<file path="config.mk">
export PLATFORM = sky130hd
export DESIGN_NAME = pp_loop_status_monitor
export DESIGN_NICKNAME = d
export VERILOG_FILES = /design/src/rtl/pp_loop_mon_pkg.sv /design/src/rtl/pp_loop_status_monitor_sat_counter.sv /design/src/rtl/pp_loop_status_monitor.sv
export SDC_FILE = /design/constraint.sdc
export NUM_CORES = 1
export LEC_CHECK = 0
export ABC_AREA = 1
export CORE_MARGIN = 2
export CORE_UTILIZATION = 48
export CTS_BUF_LIST = sky130_fd_sc_hd__clkbuf_8
export DETAILED_ROUTE_END_ITERATION = 10
export PLACE_DENSITY = 0.84
export REMOVE_ABC_BUFFERS = 1
export SYNTH_ARGS = -nofsm -noshare
export SYNTH_HDL_FRONTEND = slang
export SYNTH_SLANG_ARGS = --single-unit
</file>
<file path="constraint.sdc">
create_clock -name clock -period 2.4 [get_ports clock]
set_input_delay 0.36 -clock clock [delete_from_list [all_inputs] [get_ports clock]]
set_output_delay 0.36 -clock clock [all_outputs]
set_load 0.02 [all_outputs]
</file>
<file path="src/rtl/pp_loop_mon_pkg.sv">
// Shared types for the pipelined-loop status monitor.
// Loop tracker states and the default counter width.
package pp_loop_mon_pkg;

  typedef enum logic [1:0] {
    IDLE = 2'd0,
    PRE  = 2'd1,
    RUN  = 2'd2
  } loop_state_e;

  localparam int DEFAULT_CNT_W = 32;

endpackage

</file>
<file path="src/rtl/pp_loop_status_monitor_sat_counter.sv">
// Saturating up-counter with freeze input.
// Stops at all-ones instead of wrapping; hold blocks every update
// except the synchronous active-low reset.
module sat_counter #(
  parameter int CNT_W = 32
) (
  input  logic             clock,
  input  logic             reset,
  input  logic             en,
  input  logic             hold,
  output logic [CNT_W-1:0] q
);

  // count up on en, stick at all-ones, frozen by hold
  always_ff @(posedge clock) begin
    if (!reset) begin
      q <= '0;
    end else if (en && !hold && (q != {CNT_W{1'b1}})) begin
      q <= q + CNT_W'(1);
    end
  end

endmodule

</file>
<file path="src/rtl/pp_loop_status_monitor.sv">
// Activity monitor for one HLS pipelined loop and one ap_* handshake.
// Optional macro PP_LOOP_MON_STALL_EN: when defined, stall_cycles is a
// real counter; otherwise it is tied to zero.
//
// state | meaning
// IDLE  | host FSM outside the loop
// PRE   | host FSM in the pre-loop state, loop about to start
// RUN   | loop body executing (host parked in the loop quit state)
module pp_loop_status_monitor
  import pp_loop_mon_pkg::*;
#(
  parameter int STATE_W = 5,
  parameter int CNT_W   = DEFAULT_CNT_W
) (
  input  logic               clock,
  input  logic               reset,
  input  logic [STATE_W-1:0] cur_state,
  input  logic [STATE_W-1:0] pre_loop_state0,
  input  logic [STATE_W-1:0] post_loop_state0,
  input  logic [STATE_W-1:0] iter_start_state,
  input  logic [STATE_W-1:0] iter_end_state,
  input  logic [STATE_W-1:0] loop_quit_state,
  input  logic               pre_states_valid,
  input  logic               post_states_valid,
  input  logic               iter_start_enable,
  input  logic               iter_start_block,
  input  logic               iter_end_enable,
  input  logic               iter_end_block,
  input  logic               quit_at_end,
  input  logic               ap_start,
  input  logic               ap_ready,
  input  logic               ap_done,
  input  logic               ap_continue,
  input  logic               finish,
  output logic [1:0]         loop_state,
  output logic [CNT_W-1:0]   loop_invocations,
  output logic [CNT_W-1:0]   iter_started,
  output logic [CNT_W-1:0]   iter_ended,
  output logic [CNT_W-1:0]   loop_cycles,
  output logic [CNT_W-1:0]   stall_cycles,
  output logic               mod_busy,
  output logic [CNT_W-1:0]   mod_starts,
  output logic [CNT_W-1:0]   mod_readies,
  output logic [CNT_W-1:0]   mod_dones,
  output logic [CNT_W-1:0]   mod_busy_cycles,
  output logic               loop_err,
  output logic               frozen
);

  loop_state_e      state_q, state_d;
  logic             busy_q, busy_d;
  logic             err_q, frozen_q;
  logic             pre_match, post_match, iter_match, end_match;
  logic             entry, run_exit, in_run;
  logic             start_ev, end_ev, err_set;
  logic [CNT_W-1:0] started_nxt, ended_nxt;

  assign pre_match  = pre_states_valid  && (cur_state == pre_loop_state0);
  assign post_match = post_states_valid && (cur_state == post_loop_state0);
  assign iter_match = (cur_state == iter_start_state);
  assign end_match  = (cur_state == iter_end_state);
  assign in_run     = (state_q == RUN);

  // loop tracker next state plus entry/exit strobes
  always_comb begin
    state_d  = state_q;
    entry    = 1'b0;
    run_exit = 1'b0;
    case (state_q)
      IDLE: begin
        if (iter_match) begin
          state_d = RUN;
          entry   = 1'b1;
        end else if (pre_match) begin
          state_d = PRE;
        end
      end
      PRE: begin
        if (iter_match) begin
          state_d = RUN;
          entry   = 1'b1;
        end else if (!pre_match) begin
          state_d = IDLE;
        end
      end
      RUN: begin
        if ((cur_state != loop_quit_state) || post_match) begin
          state_d  = IDLE;
          run_exit = 1'b1;
        end
      end
      default: state_d = IDLE;
    endcase
  end

  assign start_ev = iter_match && iter_start_enable && !iter_start_block && (in_run || entry);
  assign end_ev   = end_match && iter_end_enable && !iter_end_block;

  // the balance check must include an event landing on the exit cycle,
  // so compare the counts as they will be after this edge
  assign started_nxt = (start_ev && (iter_started != {CNT_W{1'b1}})) ? iter_started + CNT_W'(1) : iter_started;
  assign ended_nxt   = (end_ev && (iter_ended != {CNT_W{1'b1}})) ? iter_ended + CNT_W'(1) : iter_ended;
  assign err_set     = run_exit && quit_at_end && (started_nxt != ended_nxt);

  // busy flag: done&continue wins over a same-cycle start
  always_comb begin
    busy_d = busy_q;
    if (ap_done && ap_continue) begin
      busy_d = 1'b0;
    end else if (ap_start) begin
      busy_d = 1'b1;
    end
  end

  // state and flag registers, all held once frozen
  always_ff @(posedge clock) begin
    if (!reset) begin
      state_q  <= IDLE;
      busy_q   <= 1'b0;
      err_q    <= 1'b0;
      frozen_q <= 1'b0;
    end else if (!frozen_q) begin
      state_q <= state_d;
      busy_q  <= busy_d;
      if (err_set) err_q <= 1'b1;
      if (finish) frozen_q <= 1'b1;
    end
  end

  assign loop_state = state_q;
  assign mod_busy   = busy_q;
  assign loop_err   = err_q;
  assign frozen     = frozen_q;

  sat_counter #(.CNT_W(CNT_W)) u_invocations (
    .clock(clock), .reset(reset), .en(entry), .hold(frozen_q), .q(loop_invocations));
  sat_counter #(.CNT_W(CNT_W)) u_started (
    .clock(clock), .reset(reset), .en(start_ev), .hold(frozen_q), .q(iter_started));
  sat_counter #(.CNT_W(CNT_W)) u_ended (
    .clock(clock), .reset(reset), .en(end_ev), .hold(frozen_q), .q(iter_ended));
  sat_counter #(.CNT_W(CNT_W)) u_loop_cycles (
    .clock(clock), .reset(reset), .en(in_run), .hold(frozen_q), .q(loop_cycles));
  sat_counter #(.CNT_W(CNT_W)) u_mod_starts (
    .clock(clock), .reset(reset), .en(ap_start && ap_ready), .hold(frozen_q), .q(mod_starts));
  sat_counter #(.CNT_W(CNT_W)) u_mod_readies (
    .clock(clock), .reset(reset), .en(ap_ready), .hold(frozen_q), .q(mod_readies));
  sat_counter #(.CNT_W(CNT_W)) u_mod_dones (
    .clock(clock), .reset(reset), .en(ap_done && ap_continue), .hold(frozen_q), .q(mod_dones));
  sat_counter #(.CNT_W(CNT_W)) u_busy_cycles (
    .clock(clock), .reset(reset), .en(busy_q), .hold(frozen_q), .q(mod_busy_cycles));

`ifdef PP_LOOP_MON_STALL_EN
  sat_counter #(.CNT_W(CNT_W)) u_stall (
    .clock(clock), .reset(reset), .en(in_run && (iter_start_block || iter_end_block)),
    .hold(frozen_q), .q(stall_cycles));
`else
  assign stall_cycles = '0;
`endif

endmodule

</file>
---- After elaboration in Yosys (flattened, before gate mapping) ----
Index checks and enable logic that the tools add are counted.
word-level totals
  register bits after elaboration ......... 261
  latch bits .............................. 0
  memory bits (writable) .................. 0
  bits in read-only memories .............. 0
  input bits .............................. 44
  output and inout bits ................... 293
  word-level logic and storage cells ...... 96
  memories kept ........................... 0
cells by class
  $add $sub $neg .......................... 8
  multipliers ............................. 0
  divide/modulo/power cells ............... 0
  order comparisons ....................... 0
  equal/unequal tests ..................... 19
  shift-type cells ........................ 0
  multiplexer cells ....................... 16
  bitwise logic cells ..................... 1
  reductions and logical operators ........ 40
operators by type and width
  kind                                                             number
  32-bit by 1-bit adder with 32-bit output, second input constant  8
  32-bit != test, second input constant                            8
  32-bit 2-to-1 mux                                                2
  32-bit != test                                                   1
  1-bit logical AND                                                29
  5-bit == test                                                    4
  2-bit 2-to-1 mux                                                 5
  1-bit 2-to-1 mux                                                 8
  3-bit != test, second input constant                             2
  2-bit case mux with 3 select lines                               1
  5-bit != test                                                    1
  2-bit AND reduction                                              2
  4-bit AND reduction                                              1
  1-bit logical NOT                                                3
  2-bit by 1-bit == test with 1-bit output, second input constant  1
  2-bit == test, second input constant                             1
  2-bit logical NOT                                                1
  1-bit logical OR                                                 2
  2-bit by 1-bit != test with 1-bit output, second input constant  1
  2-bit nonzero test                                               1
  2-bit OR reduction                                               1
  1-bit inverter                                                   1

---- Longest topological paths before layout ----
  depth after elaboration ................. 10
  mapped depth ............................ 22
  gate-level depth less buffers ........... 21

---- Hierarchy ----
From an unflattened synthesis, not the netlist that was laid out.
second synthesis, totals
  cells, all modules ...................... 3,599
  area total of the unflattened synthesis .. 21,086.5 um2
modules (own cells, without submodules)
  module                  times used  cells an instance  area an instance (um2)  seq. area each (um2)
  sat_counter             8           343                2,124.5                 640.6
  pp_loop_status_monitor  1           855                4,090.2                 100.1

---- Least setup slack after synthesis ----
OpenSTA, ideal clock, no wires.
  path kind ............................... reg2reg
  from .................................... register u_started.q[0]
  to ...................................... register err_q (netlist: loop_err)
  library setup time ...................... 132 ps
  arrival ................................. 2,278 ps
  required time ........................... 2,268 ps
  path slack .............................. -10 ps
  cell stages (with the launch flop) ...... 21
  buffers on the path ..................... 2
  clock period less this slack ............ 2,410 ps
  cells stage by stage .................... dfxtp_1 -> ha_1 -> nand2_1 -> nor2_2 -> nand2_4 -> nor2_8 -> nand2_4 -> nor2_2 -> nor2_2 -> buf_6 -> buf_6 -> nand3_1 -> nand3_1 -> nand2_1 -> nand2_1 -> nor2_1 -> nand2_1 -> nor2_1 -> nand2_1 -> nand2_1 -> a21oi_1
on the way
  word-level cells in the longest chain between the ends .. 6
  elaborated cells on any way between the ends .. 7
  classes of those cells .................. add/sub (1); eq/ne (2); mux (1); reduce/logical (3)
ends and longest elaborated chain
  what                                                                              line                                      source
  start, declared                                                                   pp_loop_status_monitor_sat_counter.sv:11  output logic [CNT_W-1:0] q
  start signal, assigned                                                            pp_loop_status_monitor_sat_counter.sv:19  q <= q + CNT_W'(1);
  branches (longest 2 deep; another with 32-bit by 1-bit adder with 32-bit output)  --
  32-bit 2-to-1 mux (*)                                                             pp_loop_status_monitor.sv:101             assign started_nxt = (start_ev && (iter_started != {CNT_W{1'b1}})) ? iter_started + CNT_W'(1) : iter_started;
  32-bit != test (*)                                                                pp_loop_status_monitor.sv:103             assign err_set = run_exit && quit_at_end && (started_nxt != ended_nxt);
  1-bit logical AND (*)                                                             pp_loop_status_monitor.sv:103
  2-bit AND reduction (no source line) (*)                                          --
  end signal, assigned                                                              pp_loop_status_monitor.sv:120             err_q <= 1'b0;
  end signal, assigned                                                              pp_loop_status_monitor.sv:125             if (err_set) err_q <= 1'b1;
  end, declared                                                                     pp_loop_status_monitor.sv:52              logic err_q, frozen_q;
Every way passes the cells marked *.
A chain may end at the register's enable or synchronous reset.

---- Worst setup path in the final report ----
  from .................................... register u_ended.q[1]
  to ...................................... register err_q (netlist: loop_err)
on the way
  word-level cells in the longest chain between the ends .. 6
  elaborated cells on any way between the ends .. 7
  classes of those cells .................. add/sub (1); eq/ne (2); mux (1); reduce/logical (3)
ends and longest elaborated chain
  what                                                                              line                                      source
  start, declared                                                                   pp_loop_status_monitor_sat_counter.sv:11
  start signal, assigned                                                            pp_loop_status_monitor_sat_counter.sv:19
  branches (longest 2 deep; another with 32-bit by 1-bit adder with 32-bit output)  --
  32-bit 2-to-1 mux (*)                                                             pp_loop_status_monitor.sv:102             assign ended_nxt = (end_ev && (iter_ended != {CNT_W{1'b1}})) ? iter_ended + CNT_W'(1) : iter_ended;
  32-bit != test (*)                                                                pp_loop_status_monitor.sv:103
  1-bit logical AND (*)                                                             pp_loop_status_monitor.sv:103
  2-bit AND reduction (no source line) (*)                                          --
Marks and branches as above.

==> results.txt <==
----------------------------------------------------
[Hold path]
  Type of the worst min-delay path ... in -> reg
  Start point of the worst hold path ... reset
  Hold EP ... u_mod_starts.q[0]
  WHS Path Cells ... 3

[Global routing]
  Antenna violations before repair ... 2
  Via count of the first global-routing pass ... 18570
  Layer with the highest usage after global routing ... met2
  Maximum number of pins on one net before global-route repair ... 125
  Global-route wire length before repair ... 91180 µm
  Global-route usage over all layers ... between 30 and 40%
  Global routing met2 resource utilization ... 54.43%
  M3 GR Usage ... 6.363%
  Overflow left after global routing ... 0
  Global-route met1 utilization ... 37.85%

[Timing]
  Final setup violating endpoints ... 1
  Number of max-slew violations in the final report ... 0
  Setup repair after global routing missed its margin ... true
  Slew Limit Headroom ... 61.94%
  Final Hold Vio Count ... 0
  Shortest clock period the worst path allows after layout ... 2.486 ns
  PnR worst setup slack ... -0.08563 ns
  Fmax ... 402.3 MHz
  Post-route fraction of the period consumed by the critical path ... 103.6%
  Worst slew pin tran ... 0.5709 ns
  Clock Skew ... 0.02585 ns

[Worst setup path]
  Critical Setup Path Class ... reg -> reg
  Cell count of the worst reg-to-reg path ... 22
  Critical path startpoint category ... register
  Startpoint of the lowest-slack register-to-register path ... u_ended.q[1]
  Crit path DAT ... between 2 and 3 ns
  Worst setup EP type ... register
  Worst setup path start ... u_ended.q[1]
  R2R Setup Slk ... -0.09 ns
  Required time of the critical path ... 2.84 ns
  Peak fanout along the critical path ... 8
  Worst r2r dst ... loop_err

[Pwr]
  Maximum resistive drop on vdd ... 0.0003880 V
  Total power ... 0.009236 W
  Power share of the sequential group ... 47.4%
  Int Pwr ... a little under 0.007 W
  Power per standard cell area ... 396.5 nW/µm²
  Clock Power Share ... between 40 and 50%
  Combinational cell fraction of total power ... around 7.8%
  Leakage component of the power ... 9.340 nW
  Switching part of the total power ... 25.96%
  Switching Power ... 0.002397 W

[Die]
  Die area ... 35260 µm²
  Height of the chip ... 187.8 µm
  Number of primary I/O pins ... 337
  Die W ... roughly 190 µm
  Initial cell density of the core ... 48.59%
  Std-Cell Core Area ... roughly 33000 µm²
  Std cell rows ... 67

[Drt]
  Post-DRT Antenna Nets ... 0
  Routed wire length ... 59360 µm
  Number of DRC violations after detailed-routing iteration 0 ... 1442
  Number of detailed-routing iterations run before antenna repair ... 6
  Drt wl/cell ... 16.23 µm
  Post-route DRC violation count ... 0
  Total vias in the final route ... 19880
  Via density ... 5.437

[Synthesis]
  Distinct cells, synth ... 57
  Average cell area after synthesis ... between 6 and 7 µm²
  Share of async-settable or async-resettable flops after synthesis ... 0%
  Count of warnings emitted by yosys ... 0
  Post-synthesis cell area ... about 16000 µm²
  Number of enable-type register cells in the synthesized netlist ... 0
  Total of flip-flops plus latches after synthesis ... roughly 260
  Most instantiated flip-flop cell in the synthesis netlist ... sky130_fd_sc_hd__dfxtp_1
  Syn Inst Count ... roughly 2600
  Sequential cell area fraction in the yosys report ... 32.23%

[Cells and area]
  Commonest non-fill, non-tap cell in the layout ... sky130_fd_sc_hd__nand2_1
  Fraction of layout instances using a drive strength above 1 ... 17.33%
  Finished layout cell area ... 23290 µm²
  Leading cell types in the layout, fill and taps excluded ... sky130_fd_sc_hd__nand2_1 (663), sky130_fd_sc_hd__inv_1 (361), sky130_fd_sc_hd__clkdlybuf4s50_1 (299), sky130_fd_sc_hd__nor2_1 (257), sky130_fd_sc_hd__buf_4 (250)
  Total Nets Final ... 3230
  Layout overhead on the synthesized area ... 43.68%
  Post-route core utilization ... 69.82%

[Placement]
  Routability cong. ... 0.9686
  Post-DP HPWL ... 42970 µm
  Placed cell area ... about 21000 µm²
  PortBufs ... 304

[Flow run]
  Max-capacitance violation count ... 0

[Clocking]
  Clock tree from TritonCTS ... done
  Later-pin clock latency in the skew report ... 0.60 ns
  CTS Hold Bufs ... 0
  Level count of the clock H-tree ... 2
  Total clock buffers created by CTS ... 49
  Clock transition at the register clock pins on the worst setup and hold paths after CTS ... 0.06 ns
  CTS Root Cell ... sky130_fd_sc_hd__clkbuf_8
  Sink Count ... 261
  CTS max path bufs ... 3

[Status]
  Failing checks ... setup timing
  Outcome ... finished, violations left

----------------------------------------------------
==> synth_stat cells, types with 5 or more instances <==
master | instances | area, µm²
sky130_fd_sc_hd__a31oi_1 | 11 | 68.82
sky130_fd_sc_hd__nand2_1 | 697 | 2616
sky130_fd_sc_hd__a211oi_1 | 13 | 97.59
sky130_fd_sc_hd__buf_2 | 19 | 95.09
sky130_fd_sc_hd__o21a_1 | 21 | 157.7
sky130_fd_sc_hd__nor2_2 | 12 | 75.07
sky130_fd_sc_hd__nand2_2 | 13 | 81.33
sky130_fd_sc_hd__a21oi_1 | 196 | 980.9
sky130_fd_sc_hd__nor4_1 | 19 | 118.9
sky130_fd_sc_hd__nor3_1 | 89 | 445.4
sky130_fd_sc_hd__nand3_1 | 166 | 830.8
sky130_fd_sc_hd__and3_1 | 5 | 31.28
sky130_fd_sc_hd__o21ai_1 | 14 | 70.07
sky130_fd_sc_hd__nand4_1 | 53 | 331.6
sky130_fd_sc_hd__nor2_4 | 6 | 67.56
sky130_fd_sc_hd__o21ai_0 | 143 | 715.7
sky130_fd_sc_hd__buf_4 | 37 | 277.8
sky130_fd_sc_hd__nor3b_1 | 12 | 90.09
sky130_fd_sc_hd__inv_2 | 10 | 37.54
sky130_fd_sc_hd__dfxtp_1 | 261 | 5225
sky130_fd_sc_hd__ha_1 | 8 | 100.1
sky130_fd_sc_hd__o21ai_2 | 5 | 43.79
sky130_fd_sc_hd__nor2_1 | 296 | 1111
sky130_fd_sc_hd__xnor2_1 | 16 | 140.1
sky130_fd_sc_hd__xor2_1 | 46 | 402.9
sky130_fd_sc_hd__clkbuf_1 | 31 | 116.4
sky130_fd_sc_hd__inv_1 | 348 | 1306
sky130_fd_sc_hd__buf_6 | 5 | 56.30
sky130_fd_sc_hd__nand3b_1 | 10 | 75.07
==> metrics by stage <==
step | std cells | setup WS (ns) | TNS [ns] | hold WS (ns)
after floorplan | 2546 | -1.439 | -44.93 | 0.4758
after global placement | 3543 | -0.6082 | -27.86 | 0.4504
after detailed placement | 3543 | -0.7050 | -35.86 | 0.4642
after CTS | 3640 | -0.02662 | -0.02662 | 0.06859
after global routing | 3656 | -0.1567 | -0.5928 | 0.08345
final | 3657 | -0.08563 | -0.08563 | 0.09719
==> how the worst max path moves through the flow <==
stage                endpoint  slack (ns)  depth (start not counted)
2_1_floorplan  u_started.q[0]       -1.44                         13
3_3_place_gp         loop_err       -0.61                         21
3_5_place_dp         loop_err       -0.71                         21
4_1_cts              loop_err       -0.03                         20
5_1_grt              loop_err       -0.16                         18
6_report             loop_err       -0.09                         22
==> kinds of logic (layout without fill, tap and decap cells) <==
kind of cell	after synthesis	in the layout	synth area share, %
compound gates	422	422	14.16
other cells	1	33	0.02313
flops	261	261	32.23
xor+xnor	62	62	3.349
buf+inv	455	1021	11.84
simple gates	1402	1402	37.78
fa+ha+maj	8	8	0.6174
==> critical path, stage by stage (launching register included) <==
cell                      delay (ns)
sky130_fd_sc_hd__dfxtp_2        0.37
sky130_fd_sc_hd__ha_4           0.17
sky130_fd_sc_hd__nand2_4        0.05
sky130_fd_sc_hd__nor2_4         0.14
sky130_fd_sc_hd__inv_2          0.08
sky130_fd_sc_hd__nor2_8         0.16
sky130_fd_sc_hd__buf_6          0.13
sky130_fd_sc_hd__nand4_4        0.14
sky130_fd_sc_hd__nand2_4        0.15
sky130_fd_sc_hd__buf_12         0.15
sky130_fd_sc_hd__nand2_4        0.05
sky130_fd_sc_hd__nand2_4        0.07
sky130_fd_sc_hd__inv_2          0.03
sky130_fd_sc_hd__nand2_1        0.04
sky130_fd_sc_hd__nand2_1        0.04
sky130_fd_sc_hd__inv_1          0.04
sky130_fd_sc_hd__nand2_1        0.04
sky130_fd_sc_hd__nor2_1         0.12
sky130_fd_sc_hd__nand2_1        0.08
sky130_fd_sc_hd__nor2_2         0.11
sky130_fd_sc_hd__nand2_1        0.06
sky130_fd_sc_hd__nand2_1        0.05
sky130_fd_sc_hd__a21oi_1        0.06
==> repair_timing <==
| action | 4_1_cts | 5_1_grt |
|---|---|---|
| buffers inserted | 12 | 16 |
| gates resized for setup | 48 | 159 |
| setup endpoints to repair | 16 | 94 |
| pin swaps | 16 | 55 |
| gates cloned | 4 | 3 |
==> final cells by class <==
| type | instances | area (µm²) |
|---|---|---|
| diodes | 1 | 2.502 |
| fillers | 2746 | 10070 |
| inverters | 359 | 1349 |
| multi-input cells | 1926 | 9831 |
| clock inverters | 22 | 92.59 |
| flip-flops and latches | 261 | 5258 |
| repair buffers | 581 | 5390 |
| clock buffers | 59 | 812.0 |
| well taps | 448 | 560.5 |
==> sequential cells by signal (all words and copies together), names as in the netlist <==
name and cells:
u_invocations.q 32, u_started.q 32, u_loop_cycles.q 32, u_ended.q 32, u_mod_dones.q 32, u_busy_cycles.q 32
loop_state 2, loop_err 1, u_mod_readies.q 32, mod_busy 1, u_mod_starts.q 32, frozen 1
==> power groups by stage <==
| stage | clock network [W] | logic, W | registers (W) |
|---|---|---|---|
| global placement | 0 | 0.000659 | 0.00447 |
| floorplan | 0 | 0.000282 | 0.00450 |
| detailed placement | 0 | 0.000675 | 0.00447 |
| global route | 0.00439 | 0.000769 | 0.00438 |
| CTS | 0.00419 | 0.000686 | 0.00438 |
| finish | 0.00414 | 0.000717 | 0.00438 |
==> metal layers <==
layer  wire length, µm  vias to the layer above
met5                13                        -
met4              2157                        2
met3              5668                      177
met2             28350                     1032
met1             23170                     9160
li1                  -                     9512
Note: power is estimated with default switching activity, not from simulation.
